<file path="src/rtl/rng_axis_pkg.sv">
// Shared definitions for the TRNG stream output path: FIFO word layout and AXIS constants.
package rng_axis_pkg;

  localparam int         WORD_W   = 33;
  localparam int         LAST_BIT = 32;
  localparam logic [3:0] KEEP_ALL = 4'hF;

  typedef struct packed {
    logic        last;
    logic [31:0] data;
  } rng_word_t;

  function automatic rng_word_t unpack_word(input logic [WORD_W-1:0] w);
    rng_word_t r;
    r.last = w[LAST_BIT];
    r.data = w[31:0];
    return r;
  endfunction

endpackage

</file>
<file path="src/rtl/rng_axis_buf.sv">
// Circular output buffer of BUF_DEPTH words; the caller's credit scheme guarantees no push when full.
module rng_axis_buf
  import rng_axis_pkg::*;
#(
  parameter int BUF_DEPTH = 2,
  localparam int PTR_W    = $clog2(BUF_DEPTH)
) (
  input  logic           CLK,
  input  logic           RST,
  input  logic           CLR,
  input  logic           PUSH,
  input  rng_word_t      PUSH_WORD,
  input  logic           POP,
  output logic [PTR_W:0] OCC,
  output rng_word_t      HEAD
);

  rng_word_t        mem [BUF_DEPTH];
  logic [PTR_W-1:0] wr_ptr;
  logic [PTR_W-1:0] rd_ptr;
  logic [PTR_W:0]   occ;
  logic             do_pop;

  assign do_pop = POP & (occ != '0);

  always_ff @(posedge CLK) begin
    if (RST || CLR) begin
      wr_ptr <= '0;
      rd_ptr <= '0;
      occ    <= '0;
    end else begin
      if (PUSH)   wr_ptr <= wr_ptr + 1'b1;
      if (do_pop) rd_ptr <= rd_ptr + 1'b1;
      case ({PUSH, do_pop})
        2'b10:   occ <= occ + 1'b1;
        2'b01:   occ <= occ - 1'b1;
        default: occ <= occ;
      endcase
    end
  end

  // Storage carries data only; validity is tracked by occ alone.
  always_ff @(posedge CLK) begin
    if (PUSH) mem[wr_ptr] <= PUSH_WORD;
  end

  assign OCC  = occ;
  assign HEAD = mem[rd_ptr];

endmodule

</file>
<file path="src/rtl/rng_axis_out.sv">
// TRNG word FIFO reader presenting {last,data} words as an AXI4-Stream master with beat/packet counters.
// Defining RNG_AXIS_STALL_CNT_EN adds a saturating TVALID & ~TREADY cycle counter on STALL_CYCLES.
module rng_axis_out
  import rng_axis_pkg::*;
#(
  parameter int BUF_DEPTH = 2,
  parameter int CNT_W     = 32
) (
  input  logic              CLK,
  input  logic              RST,
  input  logic [32:0]       FIFO_DOUT,
  input  logic              FIFO_EMPTY,
  output logic              FIFO_RE,
  input  logic              STOP,
  output logic [31:0]       M_TDATA,
  output logic [3:0]        M_TKEEP,
  output logic              M_TLAST,
  output logic              M_TVALID,
  input  logic              M_TREADY,
  output logic              BUSY,
  output logic [CNT_W-1:0]  SENT_BEATS,
  output logic [CNT_W-1:0]  SENT_PKTS,
  output logic [31:0]       STALL_CYCLES
);

  localparam int PTR_W = $clog2(BUF_DEPTH);

  logic             credit;
  logic             rd_vld_p1;
  rng_word_t        rd_word_p1;
  logic             push_p1;
  logic [PTR_W:0]   occ_p2;
  rng_word_t        head_p2;
  logic             out_vld_p2;
  logic             hs_p2;
  logic [CNT_W-1:0] beat_cnt;
  logic [CNT_W-1:0] pkt_cnt;

  // Stage 0: issue a read only when a buffer slot is already reserved for it
  assign credit  = (int'(occ_p2) + int'(rd_vld_p1)) < BUF_DEPTH;
  assign FIFO_RE = ~FIFO_EMPTY & ~STOP & ~RST & credit;

  always_ff @(posedge CLK) begin
    if (RST || STOP) rd_vld_p1 <= 1'b0;
    else             rd_vld_p1 <= FIFO_RE;
  end

  // Stage 1: FIFO data is valid the cycle after the strobe
  assign rd_word_p1 = unpack_word(FIFO_DOUT);
  assign push_p1    = rd_vld_p1 & ~STOP;

  rng_axis_buf #(
    .BUF_DEPTH (BUF_DEPTH)
  ) u_buf (
    .CLK       (CLK),
    .RST       (RST),
    .CLR       (STOP),
    .PUSH      (push_p1),
    .PUSH_WORD (rd_word_p1),
    .POP       (hs_p2),
    .OCC       (occ_p2),
    .HEAD      (head_p2)
  );

  // Stage 2: buffer head drives the stream
  assign out_vld_p2 = (occ_p2 != '0);
  assign hs_p2      = out_vld_p2 & M_TREADY & ~STOP;

  assign M_TVALID = out_vld_p2;
  assign M_TDATA  = out_vld_p2 ? head_p2.data : 32'd0;
  assign M_TLAST  = out_vld_p2 & head_p2.last;
  assign M_TKEEP  = KEEP_ALL;
  assign BUSY     = out_vld_p2 | rd_vld_p1;

  always_ff @(posedge CLK) begin
    if (RST || STOP) begin
      beat_cnt <= '0;
      pkt_cnt  <= '0;
    end else if (hs_p2) begin
      beat_cnt <= beat_cnt + 1'b1;
      if (head_p2.last) pkt_cnt <= pkt_cnt + 1'b1;
    end
  end

  assign SENT_BEATS = beat_cnt;
  assign SENT_PKTS  = pkt_cnt;

`ifdef RNG_AXIS_STALL_CNT_EN
  logic [31:0] stall_cnt;

  function automatic logic [31:0] sat_inc32(input logic [31:0] v);
    return (v == 32'hFFFF_FFFF) ? v : v + 32'd1;
  endfunction

  always_ff @(posedge CLK) begin
    if (RST || STOP)                  stall_cnt <= 32'd0;
    else if (out_vld_p2 && !M_TREADY) stall_cnt <= sat_inc32(stall_cnt);
  end

  assign STALL_CYCLES = stall_cnt;
`else
  assign STALL_CYCLES = 32'd0;
`endif

endmodule
</file>
<file path="config.mk">
export PLATFORM = sky130hd
export DESIGN_NAME = rng_axis_out
export DESIGN_NICKNAME = d
export VERILOG_FILES = /design/src/rtl/rng_axis_pkg.sv /design/src/rtl/rng_axis_buf.sv /design/src/rtl/rng_axis_out.sv
export SDC_FILE = /design/constraint.sdc
export NUM_CORES = 1
export LEC_CHECK = 0
export ABC_AREA = 1
export CORE_MARGIN = 10
export CORE_UTILIZATION = 47
export DETAILED_ROUTE_END_ITERATION = 12
export PLACE_DENSITY_LB_ADDON = 0.25
export REMOVE_ABC_BUFFERS = 1
export SLEW_MARGIN = 25
export SYNTH_ARGS = -nofsm -noshare
export SYNTH_HDL_FRONTEND = slang
export SYNTH_SLANG_ARGS = --single-unit
</file>
<file path="constraint.sdc">
create_clock -name CLK -period 3.35 [get_ports CLK]
set_input_delay 0.67 -clock CLK [delete_from_list [all_inputs] [get_ports CLK]]
set_output_delay 0.67 -clock CLK [all_outputs]
set_load 0.01 [all_outputs]
</file>
==> impl_metrics.ini <==
[run_status]
status = completed

[power_and_ir_drop]
vdd.ir_drop.worst_mv = 0.3057
p_leak_nw = 3.107
powerDensity_nw_per_um2 = 438.5

[global_routing]
grt_pass1_vias = 5487
overflow = 0
grt_first_pass_wirelength_mm = 27.71
antenna_found_initial = 0
grt_max_degree = 49
grt_usage_pct = 17.43

[synthesis]
yosys_warnings = 0
ys_seq_elements = 136
postSynthAreaPerCell_sq_um = 7.855
syn_inst = 839
seq_area_frac_synth_pct = 51.34
synthesis.area_sq_um = 6590
synth_cell_types = 32

[clock_network]
cts_hold_buf = 0
path_clk_slew_ns = 0.05
root_buffer = clkbuf_16
clk-insertion-delay-late_ns = 0.42
clock_sinks = 136
cts_htree_levels = 4
post_cts_buffers = 0
cts_made_buffers = 17
clockBufferDepth = 2
cts-resized-gates = 0
cts_tree = done

[timing]
period_minus_slack_ns = 3.078
tightest_slew_ns = 0.6082
setup_ws_ns = 0.2721
setup_tns_ns = 0
slew_headroom_pct = 59.39
fmax_mhz = 324.9
finClkSkew_ns = 0.005770
final-setup-viol-count = 0
hold_violations = 0
period_share_pct = 91.88
slew_viol_final = 0
rsz0062_at_grt = false

[die]
die_area_sq_um = 19160
coreArea_sq_um = 13830
boundaryPins = 174
start_util_pct = 47.66
num_rows = 43
dieWidth_um = 138.4
die_h_um = 138.4

[drt]
drt_pass1_iterations = 5
num_vias = 5771
ant_nets = 0
drt_iter0_drc = 418
vias_per_cell = 4.916
drc_errors = 0
wl_mm = 16.95
wire_per_inst_um = 14.44

[critical_path]
worstPathArrival_ns = 2.41
startpoint_type = primary input
crit_type = primary input to output port
worstSetupEndpointType = output port
cp.required_ns = 2.68
crit_path_max_fanout = 2

[min_path]
hp-class = register to register

[placement]
pre_cts_slack_ns = 0.2593
dp.final_hpwl_mm = 12.16
postPlaceCellArea_sq_um = 8033
placed_cells = 1142
place.gp.congestion = 0.8634
portBuffers = 137

[layout]
final_area_sq_um = 8646
final_common_cell = nand2_1
syn_to_final_growth_pct = 31.19
layout_common_cells = nand2_1 (220), nor2_1 (140), clkdlybuf4s50_1 (137)
diodes = 0
nets = 1022
drive_gt1_share_pct = 5.936
instances_no_fill = 1174

[job]
drv_cap = 0
per-layer routing:
layer	wire length, um	GRT usage (%)
met1	7358	21.09
met2	7950	27.86
met3	1254	5.890
met4	388	7.103
met5	0	0
flip-flops by register name (all words and copies together) (netlist names), named ones only:
name and cells:
rd_vld_p1 1, u_buf.wr_ptr 1, u_buf.rd_ptr 1, u_buf.OCC 2, u_buf.mem 66, SENT_PKTS 32, SENT_BEATS 32
final cells by class:
class	count	area (sq um)
Multi-Input combinational cell	594	2666
Clock buffer	23	500.5
Tap cell	180	225.2
Clock inverter	9	112.6
Sequential cell	136	3383
Fill cell	1211	5181
Inverter	87	326.6
Timing Repair Buffer	145	1431
power breakdown:
group          internal [mW]  total, mW  leakage [nW]  switching (mW)
Clock                   1.21       1.90         0.298           0.696
Sequential              1.75       1.75          1.16         0.00307
Combinational         0.0592      0.134          1.65          0.0746
Total                   3.02       3.79          3.11           0.774
logic make-up after synthesis:
group                      after synthesis  synth area share [%]
DFF                                    136                 51.34
xor gates and xnor gates                 6                0.7974
adders and majority gates                3                0.5696
buffers and inverters                  143                 10.40
AOI/OAI and AO/OA                       84                 6.550
other                                    2                0.1140
and+or+nand+nor                        465                 30.23
critical path: stages:
cell,delay (ns)
clkdlybuf4s50_1,0.44
nor2_2,0.20
inv_1,0.08
a2111oi_0,0.30
buf_4,0.19
clkdlybuf4s50_1,0.53
synthesized netlist by cell type (all sizes together):
master   count  area (sq um)
o21bai       1         7.510
nor3        13         65.06
nor3b        5         42.54
inv         87         326.6
clkbuf      14         52.55
xnor2        2         17.52
xor2         4         35.03
a2111oi      2         17.52
edfxtp      66          1982
nand3       45         250.2
o21ai       23         115.1
nand2      222         843.3
nand4       24         150.1
dfxtp       70          1401
nand3b       2         15.01
ha           3         37.54
conb         2         7.510
buf         42         306.5
or2          1         6.260
nor2       153         619.3
a31oi        1         6.260
a21oi       57         285.3
metrics by stage:
step / hold WS [ns] / power (mW) / utilization (%)
floorplan: 0.4476 / 1.845 / -
finish: 0.4785 / 3.791 / 62.53
global placement: 0.4569 / 1.919 / 58.09
CTS: 0.4841 / 3.819 / 62.53
global route: 0.5113 / 3.912 / 62.53
detailed placement: 0.4734 / 1.922 / 58.09
worst paths after layout:
check                           slack [ns]  cells past startpoint                         end                      start
worst max register to register        1.36                      8  SENT_PKTS[18]$_SDFFE_PP0P_                   register
worst max-delay path                  0.27                      6                     FIFO_RE                       STOP
worst min register to register        0.48                      2   u_buf.rd_ptr$_SDFFE_PP0P_  u_buf.rd_ptr$_SDFFE_PP0P_
worst min-delay path                  0.48                      2   u_buf.rd_ptr$_SDFFE_PP0P_  u_buf.rd_ptr$_SDFFE_PP0P_
Note: power is estimated with default switching activity, not from simulation.
